--- src/rtl/ram_port_arbiter.sv ---
// Arbitrates one single-port synchronous RAM between the fetch (pc) and ex requesters.
// Optional pc starvation guard is built when ARB_STARVE_GUARD_EN is defined.
module ram_port_arbiter #(
  parameter int unsigned ADDR_W     = 12,
  parameter int unsigned DATA_W     = 32,
  parameter int unsigned STARVE_MAX = 4
) (
  input  logic              clk,
  input  logic              rst,
  input  logic              pc_req_i,
  input  logic [31:0]       pc_addr_i,
  output logic              pc_gnt_o,
  output logic              pc_rvalid_o,
  output logic [DATA_W-1:0] pc_rdata_o,
  input  logic              ex_req_i,
  input  logic              ex_we_i,
  input  logic [31:0]       ex_addr_i,
  input  logic [DATA_W-1:0] ex_wdata_i,
  output logic              ex_gnt_o,
  output logic              ex_rvalid_o,
  output logic [DATA_W-1:0] ex_rdata_o,
  output logic              mem_ce_o,
  output logic              mem_we_o,
  output logic [ADDR_W-1:0] mem_addr_o,
  output logic [DATA_W-1:0] mem_wdata_o,
  input  logic [DATA_W-1:0] mem_rdata_i
);

  localparam int unsigned CNT_W = $clog2(STARVE_MAX + 1);

  logic pc_force_c;
  logic pc_win_c;
  logic ex_win_c;
  logic ex_is_write_q;

`ifdef ARB_STARVE_GUARD_EN
  logic [CNT_W-1:0] starve_cnt;

  assign pc_force_c = pc_req_i && (starve_cnt == CNT_W'(STARVE_MAX));

  // Run length of denied pc cycles; saturates so the forced win is sticky until taken
  always_ff @(posedge clk or negedge rst) begin
    if (!rst) begin
      starve_cnt <= '0;
    end else if (!pc_req_i || pc_win_c) begin
      starve_cnt <= '0;
    end else if (starve_cnt != CNT_W'(STARVE_MAX)) begin
      starve_cnt <= starve_cnt + CNT_W'(1);
    end
  end
`else
  logic [CNT_W-1:0] unused_starve_cnt;

  assign pc_force_c        = 1'b0;
  assign unused_starve_cnt = '0;
`endif

  // Grant: ex over pc unless the starvation guard forces pc through
  always_comb begin
    ex_win_c = 1'b0;
    pc_win_c = 1'b0;
    if (rst) begin
      ex_win_c = ex_req_i && !pc_force_c;
      pc_win_c = pc_req_i && !ex_win_c;
    end
  end

  assign pc_gnt_o = pc_win_c;
  assign ex_gnt_o = ex_win_c;

  // RAM port is driven straight from the winner in the accept cycle
  always_comb begin
    mem_ce_o    = 1'b0;
    mem_we_o    = 1'b0;
    mem_addr_o  = '0;
    mem_wdata_o = '0;
    if (ex_win_c) begin
      mem_ce_o   = 1'b1;
      mem_we_o   = ex_we_i;
      mem_addr_o = ex_addr_i[ADDR_W+1:2];
      if (ex_we_i) begin
        mem_wdata_o = ex_wdata_i;
      end
    end else if (pc_win_c) begin
      mem_ce_o   = 1'b1;
      mem_addr_o = pc_addr_i[ADDR_W+1:2];
    end
  end

  // One-entry response pipe: owner and kind of the access accepted last cycle
  always_ff @(posedge clk or negedge rst) begin
    if (!rst) begin
      pc_rvalid_o   <= 1'b0;
      ex_rvalid_o   <= 1'b0;
      ex_is_write_q <= 1'b0;
    end else begin
      pc_rvalid_o   <= pc_win_c;
      ex_rvalid_o   <= ex_win_c;
      ex_is_write_q <= ex_win_c && ex_we_i;
    end
  end

  // RAM read data lands the cycle after the access, so it is steered rather than registered
  assign pc_rdata_o = pc_rvalid_o ? mem_rdata_i : '0;
  assign ex_rdata_o = (ex_rvalid_o && !ex_is_write_q) ? mem_rdata_i : '0;

  logic unused_addr_bits;
  assign unused_addr_bits = ^{pc_addr_i[31:ADDR_W+2], pc_addr_i[1:0],
                              ex_addr_i[31:ADDR_W+2], ex_addr_i[1:0]};

endmodule

--- config.mk ---
export PLATFORM = sky130hd
export DESIGN_NAME = ram_port_arbiter
export DESIGN_NICKNAME = d
export VERILOG_FILES = /design/src/rtl/ram_port_arbiter.sv
export SDC_FILE = /design/constraint.sdc
export NUM_CORES = 1
export LEC_CHECK = 0
export BUFFER_PORTS_ARGS = -buffer_cell sky130_fd_sc_hd__buf_2
export CAP_MARGIN = 20
export CORE_AREA = 2 2 95 97
export CTS_CLUSTER_DIAMETER = 80
export DETAILED_ROUTE_END_ITERATION = 12
export DIE_AREA = 0 0 97 99
export GPL_TIMING_DRIVEN = 1
export MAX_ROUTING_LAYER = met4
export PLACE_DENSITY = 0.52
export SYNTH_ARGS = -nofsm -noshare
export SYNTH_HDL_FRONTEND = slang
export SYNTH_SLANG_ARGS = --single-unit
--- constraint.sdc ---
create_clock -name clk -period 2.17 [get_ports clk]
set_clock_uncertainty 0.1 [all_clocks]
set_input_delay 0.217 -clock clk [delete_from_list [all_inputs] [get_ports clk]]
set_output_delay 0.217 -clock clk [all_outputs]
set_load 0.02 [all_outputs]
; ---- Word level (Yosys, flattened, before mapping)
; Index checks and enable logic that the tools add are counted.
[op_classes]
mux = 11
reduce_logical = 5
[ops]
columns = operator, n
row1 = two-way mux 32 bit, 4
row2 = two-way mux 12 bit, 2
row3 = two-way mux 1 bit, 5
row4 = logical AND 1 bit, 3
row5 = logical NOT 1 bit, 2
[word_totals]
reg_bits = 3
out_inout_bits = 114
elab_cells = 19

; ---- Logic depth before layout (Yosys ltp)
; Gate-level depths: netlist of run 1.
[logic_depth]
depth_word = 5
ltp_mapped = 4
mapped_depth_nobuf = 2

; ---- Worst setup path before layout of run 1
; OpenSTA, ideal clock, no wires.
[synth_path]
path_kind = register to output
startpoint = reg ex_rvalid_o
endpoint = out ex_rdata_o[10]
t_arrival_ps = 1146
slack_ps = 707
path_stages_with_launch = 4
path_cell_list = dfrtp_1 > nor2b_1 > clkbuf_1 > and2_1
[synth_between]
elab_chain_len = 2
[synth_lines]
columns = element, line_no
row1 = start: declaration, 20  ; output logic ex_rvalid_o,
row2 = start signal: assignment, 98  ; ex_rvalid_o <= ex_win_c;
row3 = logical AND 1 bit, 105  ; assign ex_rdata_o = (ex_rvalid_o && !ex_is_write_q) ? mem_rdata_i : '0;
row4 = two-way mux 32 bit, 105
row5 = end: declaration, 21  ; output logic [DATA_W-1:0] ex_rdata_o,
; Every way passes these cells.

; ---- Final worst setup path of run 1
[layout_path]
startpoint = in rst
endpoint = out mem_wdata_o[0]
[layout_between]
elab_chain_len = 2
[layout_lines]
columns = element, line_no
row1 = start: declaration, 9  ; input logic rst,
row2 = two-way mux 1 bit, 62  ; if (rst) begin
row3 = two-way mux 32 bit, 77  ; if (ex_win_c) begin
row4 = end: declaration, 25  ; output logic [DATA_W-1:0] mem_wdata_o,
; Every way passes these cells.

==> run_results.csv, run 1 <==
group,metric,value,unit
setup_path,cp-start-kind,"primary input",
route,vias,1737,
global_route,grt_pass1_wl,7330,um
logic_synthesis,ys_types,15,
logic_synthesis,synth_compound_area_frac,0.0628,
floorplanning,die_area,9600,sq um
route,drc,0,
setup_path,critical_path_class,"primary input to output pin",
logic_synthesis,ys_seq_elements,3,
placed_design,dp_hpwl,4120,um
route,viasPerCell,3.74,
setup_path,crit_fanout,33,
clocking,cts_sinks,3,
global_route,gr-usage-all-layers,0.0936,
timing,worst_pin_slew,0.780,ns
cells_and_area,drive_above_1_share,0.596,
global_route,grt_max_degree,34,
logic_synthesis,syn-num-nets,290,
min_path,worst_hold_path_type,"primary input to async pin",
timing,layout_min_cycle_time,2.01,ns
clocking,cts_tree,"built",
logic_synthesis,synth_top_area_cell,"and2_1",
setup_path,cp_slowest_cell,"dlygate4sd3_1",
setup_path,end_kind,"output pin",
cells_and_area,layout_commonest_cell,"buf_2",
route,drt_iter0_markers,31,
logic_synthesis,synth_top_area_frac,0.628,
clocking,cts_buffers,3,
logic_synthesis,synth_cells,157,
logic_synthesis,synth_top_family_by_area,"simple AND/OR/NAND/NOR gates",
clocking,root_buffer,"clkbuf_8",
setup_path,worstPathRequired,1.85,ns
cells_and_area,antennaDiodeCount,0,
logic_synthesis,synthMuxAreaShare,0,
global_route,antenna_found_initial,0,
clocking,cts.clk_slew.worst_paths,0.03,ns
floorplanning,rows,34,
pwr,report.power.total,563,uW
timing,slew_violations,0,
cells_and_area,final_cell_mix,"buf_2 (205), and2_1 (96), nand2_1 (12), nand3_1 (12), o21ai_0 (7)",
timing,setup_viol,0,
floorplanning,die_y,99,um
logic_synthesis,synth_area_leaders,"and2_1 (63%), dfrtp_1 (7.9%), nand3_1 (6.3%), nand2_1 (4.7%), o21ai_0 (3.7%)",
logic_synthesis,synth-warning-count,0,
pwr,powerDensity,264,nW/um^2
setup_path,cp_slowest_stage_delay,0.53,ns
timing,hold_violations,0,
timing,max-slew-margin-rel,0.480,
setup_path,arrival,1.69,ns
global_route,overflow,0,
route,wirelength,4760,um
pwr,vdd_drop_max,0.108,mV
clocking,htree_num_levels,1,
placed_design,globalplace.congestion,0.774,
route,dr.pass1.iters,3,
floorplanning,core-area,8550,sq um
cells_and_area,nNetsFinal,490,
route,post_drt_wl_per_cell,10.3,um
logic_synthesis,synthXorXnorAreaFrac,0,
cells_and_area,fillerInstances,975,
timing,setup_tns,0,ns
floorplanning,num_io_pins,247,
timing,fin_hold_ws,0.314,ns
timing,fmax,498,MHz
clocking,clockBufferDepth,2,
floorplanning,initial_core_util,0.112,
logic_synthesis,synth-simple-area-share,0.781,
outcome,outcome,"finished clean",
run,maxCapViolations,0,
logic_synthesis,syn_area,956,sq um
route,drt.antenna.violating_nets,0,
placed_design,io_buffers,206,
global_route,grt_pass1_vias,1527,
cells_and_area,area_delta_synth_final,123,%
logic_synthesis,avgSynthCellArea,6.09,sq um
timing,min_period_over_period,0.925,
pwr,leakagePower,0.00140,uW
floorplanning,fp.dieW,97,um
cells_and_area,fin_util,0.249,
clocking,post_cts_buffers,0,
logic_synthesis,synthAdderAreaFrac,0,
setup_path,crit_chain,"dlygate4sd3_1 -> clkbuf_4 -> and3_4 -> and2_1 -> buf_2",
logic_synthesis,yosysSeqAreaShare,0.0785,
timing,rsz0062_at_grt,"false",
[flip-flops by register name, indices dropped and copies added (netlist names)]
register / flops
ex_is_write_q: 1
ex_rvalid_o: 1
pc_rvalid_o: 1
[timing repair]
| item | 4_1_cts | 5_1_grt |
|---|---|---|
| gates resized for setup | 0 | 2 |
| endpoints found under the setup margin | 0 | 27 |
| hold endpoints to repair | 3 | 0 |
| hold buffers | 1 | 0 |
[cells in the mapped netlist]
| master | count |
|---|---|
| and2_1 | 96 |
| and3_1 | 1 |
| and3_4 | 1 |
| buf_2 | 5 |
| buf_4 | 3 |
| clkbuf_1 | 6 |
| dfrtp_1 | 3 |
| inv_1 | 1 |
| nand2_1 | 12 |
| nand2b_1 | 1 |
| nand3_1 | 12 |
| nor2_1 | 3 |
| nor2b_1 | 1 |
| o21ai_0 | 7 |
| o21ai_1 | 5 |
[final cells by class]
cell class / count / area (sq um) / area share
clock buffer: 4 / 45.0 / 0.0212
inverter: 1 / 3.75 / 0.00176
multi-input combinational: 139 / 807 / 0.379
timing repair buffer: 209 / 1060 / 0.499
tap: 108 / 135 / 0.0635
sequential: 3 / 75.1 / 0.0353
[where the power goes]
part	leakage, uW	switching [uW]	internal (uW)
sequential	0.0000398	5.73	58.6
clock	0.0000228	34.0	125
combinational	0.00134	192	148
total	0.00140	231	331
[per-stage QoR]
stage | instances | setup WS, ns | instance area [sq um]
after floorplan | 157 | 0.707 | 956
after global placement | 459 | 0.529 | 2070
after detailed placement | 459 | 0.521 | 2070
after CTS | 464 | 0.0446 | 2120
after global routing | 464 | 0.0305 | 2130
final | 464 | 0.163 | 2130
[cells by family after synthesis]
family          Yosys count
simple gates            127
buf+inv                  15
flops                     3
compound gates           12
[worst paths after layout]
path	start	end	slack, ns	depth (start not counted)
setup / recovery	rst	mem_wdata_o[0]	0.16	5
hold / removal	rst	ex_is_write_q	0.31	2
max in group asynchronous	rst	pc_rvalid_o	1.51	2
min in group clk	ex_we_i	ex_is_write_q	0.34	2
[worst max-delay path, delay by kind of cell]
kind	cells	cell delay, ns
and+or+nand+nor	2	0.54
buffers and inverters	3	0.92
[per-layer routing]
metal	up-vias	GRT usage	share of wire
met5	-	-	0
met4	0	0.0238	0.0059
met3	2	0.0177	0.10
met2	114	0.176	0.53
met1	740	0.101	0.36
li1	881	-	-
No activity file was read; power rests on OpenSTA's default activity.
==> run 2, diff against run 1 <==
--- a/config.mk
+++ b/config.mk
@@ -7,13 +7,13 @@
 export LEC_CHECK = 0
 export BUFFER_PORTS_ARGS = -buffer_cell sky130_fd_sc_hd__buf_2
 export CAP_MARGIN = 20
-export CORE_AREA = 2 2 95 97
+export CORE_AREA = 2 2 97 99
 export CTS_CLUSTER_DIAMETER = 80
 export DETAILED_ROUTE_END_ITERATION = 12
-export DIE_AREA = 0 0 97 99
+export DIE_AREA = 0 0 99 101
 export GPL_TIMING_DRIVEN = 1
 export MAX_ROUTING_LAYER = met4
-export PLACE_DENSITY = 0.52
+export PLACE_DENSITY = 0.51
 export SYNTH_ARGS = -nofsm -noshare
 export SYNTH_HDL_FRONTEND = slang
 export SYNTH_SLANG_ARGS = --single-unit
==> constraint.sdc (replaced) <==
create_clock -name clk -period 1.93 [get_ports clk]
set_clock_uncertainty 0.1 [all_clocks]
set_input_delay 0.193 -clock clk [delete_from_list [all_inputs] [get_ports clk]]
set_output_delay 0.193 -clock clk [all_outputs]
set_load 0.02 [all_outputs]
==> run 2 against run 1 <==
Critical path depth down 1. Via count is 1.2% higher. Largest power group unchanged. Sequential cell count did not move. Global-route usage fell by 1.3 points. Highest routed layer unchanged.
==> run_results.csv, run 2 (synthesis gave the netlist of run 1 again) <==
group,metric,value,unit
route,viasPerCell,3.76,
cells_and_area,fin_area,2140,sq um
cells_and_area,antennaDiodeCount,0,
min_path,worst_hold_path_type,"primary input to register",
route,drt.antenna.violating_nets,0,
setup_path,crit_fanout,32,
cells_and_area,final_cell_mix,"buf_2 (206), and2_1 (96), nand2_1 (12), nand3_1 (12), o21ai_0 (7)",
clocking,cts_tree,"built",
timing,fmax,632,MHz
global_route,antenna_found_initial,0,
setup_path,crit_chain,"nor2b_2 -> buf_4 -> and2_1 -> buf_2",
route,drc,0,
placed_design,globalplace.congestion,0.712,
timing,rsz0062_at_grt,"false",
cells_and_area,layout_commonest_cell,"buf_2",
route,wirelength,4610,um
cells_and_area,drive_above_1_share,0.599,
pwr,powerDensity,296,nW/um^2
min_path,min_from,"ex_we_i",
outcome,outcome,"finished clean",
route,drt_iter0_markers,30,
run,maxCapViolations,0,
floorplanning,fp.dieW,99,um
placed_design,postPlaceCellArea,2080,sq um
placed_design,io_buffers,206,
route,post_drt_wl_per_cell,9.86,um
setup_path,worstPathRequired,1.64,ns
clocking,htree_num_levels,1,
pwr,p_sw_frac,0.410,
floorplanning,core-area,8980,sq um
global_route,overflow,0,
placed_design,post-place-ws,0.385,ns
floorplanning,num_io_pins,247,
pwr,vdd_drop_max,0.142,mV
cells_and_area,area_delta_synth_final,123,%
timing,setup_tns,0,ns
timing,min_period_over_period,0.820,
floorplanning,die_y,101,um
setup_path,cp_slowest_stage_delay,0.36,ns
timing,max-slew-margin-rel,0.706,
setup_path,crit_family,"buffers and inverters",
floorplanning,die_area,10000,sq um
setup_path,critical_path_class,"register to output pin",
floorplanning,initial_core_util,0.106,
cells_and_area,nNetsFinal,491,
clocking,cts_sinks,3,
global_route,grt_pass1_vias,1383,
route,dr.pass1.iters,3,
pwr,seqPwrFrac,0.106,
floorplanning,rows,35,
clocking,cts.clk_slew.worst_paths,0.03,ns
timing,timing.final.ws_setup,0.347,ns
setup_path,cp_slowest_cell,"dfrtp_1",
setup_path,cp-start-kind,"register",
timing,setup_viol,0,
cells_and_area,largest_registers,"ex_is_write_q x1, ex_rvalid_o x1, pc_rvalid_o x1",
pwr,power_switching,259,uW
clocking,root_buffer,"clkbuf_8",
pwr,p_int,373,uW
placed_design,dp_hpwl,3890,um
timing,layout_min_cycle_time,1.58,ns
pwr,power_frac_clock,0.284,
global_route,grt_pass1_wl,6270,um
clocking,clockBufferDepth,2,
global_route,gr-usage-all-layers,0.0809,
clocking,cts_buffers,3,
timing,hold_violations,0,
timing,fin_hold_ws,0.296,ns
pwr,pwr-share-comb,0.610,
min_path,holdPathStages,2,
pwr,leakagePower,0.00141,uW
setup_path,arrival,1.29,ns
setup_path,end_kind,"output pin",
min_path,hold-path-endpoint,"ex_is_write_q",
global_route,grt_max_degree,34,
timing,worst_pin_slew,0.441,ns
route,vias,1758,
setup_path,cp_num_buf_inv,2,
timing,slew_violations,0,
run 2: cell types whose count changed in the layout (fill, tap and decap cells not counted):
cell,previous run,this run
buf_6,1,0
nor2b_2,0,1
buf_2,205,206
buf_4,1,3
clkbuf_4,1,0
nor2b_1,1,0
run 2: worst max-delay path by stage:
| stage | from | to | slack [ns] | cells after the start |
|---|---|---|---|---|
| after floorplan | ex_rvalid_o | ex_rdata_o[10] | 0.49 | 3 |
| after global placement | ex_req_i | mem_addr_o[1] | 0.38 | 4 |
| after detailed placement | ex_req_i | mem_addr_o[5] | 0.39 | 4 |
| after CTS | ex_rvalid_o | ex_rdata_o[2] | 0.31 | 4 |
| after global routing | ex_req_i | mem_addr_o[2] | 0.22 | 4 |
| final | ex_is_write_q | ex_rdata_o[2] | 0.35 | 4 |
run 2: timing repair:
item / in CTS / in global routing
setup buffers: 0 / 0
gates resized for setup: 0 / 0
hold buffers: 1 / 0
endpoints found under the hold margin: 3 / 0
run 2: power by group through the flow:
stage / logic [uW] / clock network (uW) / registers [uW]
after floorplan: 203 / 0 / 70.6
after global placement: 386 / 0 / 67.6
after detailed placement: 390 / 0 / 67.6
after CTS: 392 / 188 / 67.0
after global routing: 422 / 195 / 67.4
final: 385 / 180 / 66.9
run 2: per-stage QoR:
stage | std cells | utilization | power (uW)
6_report | 468 | 0.238 | 632
5_1_grt | 468 | 0.238 | 684
4_1_cts | 468 | 0.238 | 647
3_5_place_dp | 463 | 0.232 | 458
3_3_place_gp | 463 | 0.232 | 454
2_1_floorplan | 157 | - | 273
run 2: routing by layer:
layer  routed length, um  track usage
met2                2410        0.155
met5                   0            -
met1                1570       0.0797
met4                  28       0.0285
met3                 606       0.0187
run 2: area by class of cell:
cell class	instances	area, sq um
fillers	999	6840
repair buffers	210	1060
multi-input cells	139	810
well taps	111	139
flip-flops and latches	3	75.1
clock buffers	4	45.0
inverters	1	3.75
==> run 3, diff against run 2 <==
==> constraint.sdc (replaced) <==
create_clock -name clk -period 1.6 [get_ports clk]
set_clock_uncertainty 0.1 [all_clocks]
set_input_delay 0.16 -clock clk [delete_from_list [all_inputs] [get_ports clk]]
set_output_delay 0.16 -clock clk [all_outputs]
set_load 0.02 [all_outputs]
==> run 3 against run 2 <==
First-iteration DRC count down 67%. Worst hold slack got worse by 0.12 ns. Clock power is 22% higher. Clock-buffer cell count unchanged. Critical path depth fell by 2. Core utilization rose by 0.24 points. Sequential share of layout area about the same. Setup slack got worse by 0.22 ns. Critical path type unchanged. Highest routed layer unchanged.
==> run_results.csv, run 3 (synthesis gave the netlist of run 1 again) <==
group,metric,value,unit
cells_and_area,area_delta_synth_final,126,%
pwr,pwr-share-comb,0.602,
global_route,grt_pass1_wl,6310,um
pwr,seqPwrFrac,0.114,
placed_design,dp_hpwl,3890,um
pwr,power_frac_clock,0.284,
setup_path,worstPathRequired,1.34,ns
route,vias,1755,
min_path,worst_hold_path_type,"primary input to register",
global_route,grt_pass1_vias,1479,
route,drc,0,
global_route,overflow,0,
cells_and_area,antennaDiodeCount,0,
cells_and_area,fin_area,2160,sq um
setup_path,arrival,1.21,ns
setup_path,cp_slowest_cell,"dfrtp_2",
setup_path,crit_family,"flip-flops",
clocking,cts_tree,"built",
cells_and_area,nNetsFinal,492,
setup_path,cp_slowest_stage_delay,0.64,ns
route,post_drt_wl_per_cell,9.64,um
placed_design,place_inst,464,
pwr,vdd_drop_max,0.125,mV
route,drt_iter0_markers,10,
floorplanning,num_io_pins,247,
run,maxCapViolations,0,
setup_path,cp_num_buf_inv,1,
clocking,cts.clk_slew.worst_paths,0.03,ns
setup_path,end_kind,"output pin",
floorplanning,die_y,101,um
route,wirelength,4520,um
pwr,p_sw_frac,0.409,
pwr,power_switching,315,uW
timing,layout_min_cycle_time,1.47,ns
cells_and_area,instances_no_fill,469,
route,drt.antenna.violating_nets,0,
timing,setup_tns,0,ns
setup_path,crit_chain,"and2_1 -> buf_2",
placed_design,io_buffers,206,
timing,max-slew-margin-rel,0.700,
cells_and_area,drive_above_1_share,0.603,
floorplanning,die_area,10000,sq um
setup_path,crit_fanout,33,
cells_and_area,largest_registers,"ex_is_write_q x1, ex_rvalid_o x1, pc_rvalid_o x1",
floorplanning,rows,35,
global_route,antenna_found_initial,0,
timing,min_period_over_period,0.919,
timing,setup_viol,0,
route,dr.pass1.iters,4,
placed_design,postPlaceCellArea,2100,sq um
setup_path,critical_path_class,"register to output pin",
setup_path,cp-start-kind,"register",
pwr,report.power.total,771,uW
floorplanning,fp.dieW,99,um
pwr,p_int,456,uW
outcome,outcome,"finished clean",
cells_and_area,layout_commonest_cell,"buf_2",
clocking,cts_sinks,3,
timing,fmax,680,MHz
floorplanning,core-area,8980,sq um
timing,worst_pin_slew,0.450,ns
pwr,leakagePower,0.00142,uW
clocking,cts_buffers,3,
timing,hold_violations,0,
pwr,powerDensity,357,nW/um^2
clocking,clockBufferDepth,2,
floorplanning,initial_core_util,0.106,
clocking,root_buffer,"clkbuf_8",
cells_and_area,final_cell_mix,"buf_2 (206), and2_1 (96), nand2_1 (12), nand3_1 (12), o21ai_0 (7)",
global_route,gr-usage-all-layers,0.0802,
route,viasPerCell,3.74,
timing,slew_violations,0,
timing,rsz0062_at_grt,"false",
global_route,grt_max_degree,34,
clocking,htree_num_levels,1,
placed_design,globalplace.congestion,0.713,
run 3: changes by cell type in the layout (fill, tap and decap cells not counted), sizes merged:
| cell | delta |
|---|---|
| buf | +1 |
run 3: final timing paths:
path | startpoint | endpoint | slack (ns) | cells past startpoint
worst min-delay path | ex_req_i | ex_rvalid_o | 0.17 | 2
worst max-delay path | pc_rvalid_o | pc_rdata_o[12] | 0.13 | 2
max in group asynchronous | rst | pc_rvalid_o | 0.78 | 3
min in group asynchronous | rst | ex_is_write_q | 0.47 | 3
run 3: power by group through the flow:
| stage | clock, uW | combinational, uW | sequential [uW] |
|---|---|---|---|
| after floorplan | 0 | 244 | 85.1 |
| after global placement | 0 | 466 | 88.3 |
| after detailed placement | 0 | 469 | 89.2 |
| after CTS | 227 | 472 | 88.5 |
| after global routing | 233 | 508 | 89.0 |
| final | 219 | 464 | 87.8 |
run 3: layout make-up:
class | count | area, sq um
fill | 993 | 6820
timing repair buffer | 211 | 1080
multi-input combinational | 139 | 810
tap | 111 | 139
sequential | 3 | 76.3
clock buffer | 4 | 45.0
inverter | 1 | 3.75
run 3: layer usage:
layer  routed length [um]  GRT usage  share of wire  vias to the layer above
li1                     -          -              -                      890
met1                 1490     0.0706           0.33                      731
met2                 2440      0.165           0.54                      132
met3                  587     0.0180           0.13                        2
met4                    6     0.0263         0.0013                        0
met5                    0          -              0                        -
run 3: timing repair:
action                     in CTS  in global routing
buffers inserted                0                  0
setup endpoints to repair      33                  0
hold buffers                    1                  0
hold endpoints to repair        3                  0
resized for setup               1                  0
run 3: through the flow:
| stage | worst slack (ns) | util | hold WS, ns |
|---|---|---|---|
| floorplan | 0.194 | - | -0.236 |
| global placement | 0.109 | 0.234 | 0.109 |
| detailed placement | 0.0386 | 0.234 | 0.105 |
| CTS | 0.0877 | 0.240 | 0.176 |
| global route | 0.0410 | 0.240 | 0.225 |
| finish | 0.129 | 0.240 | 0.172 |
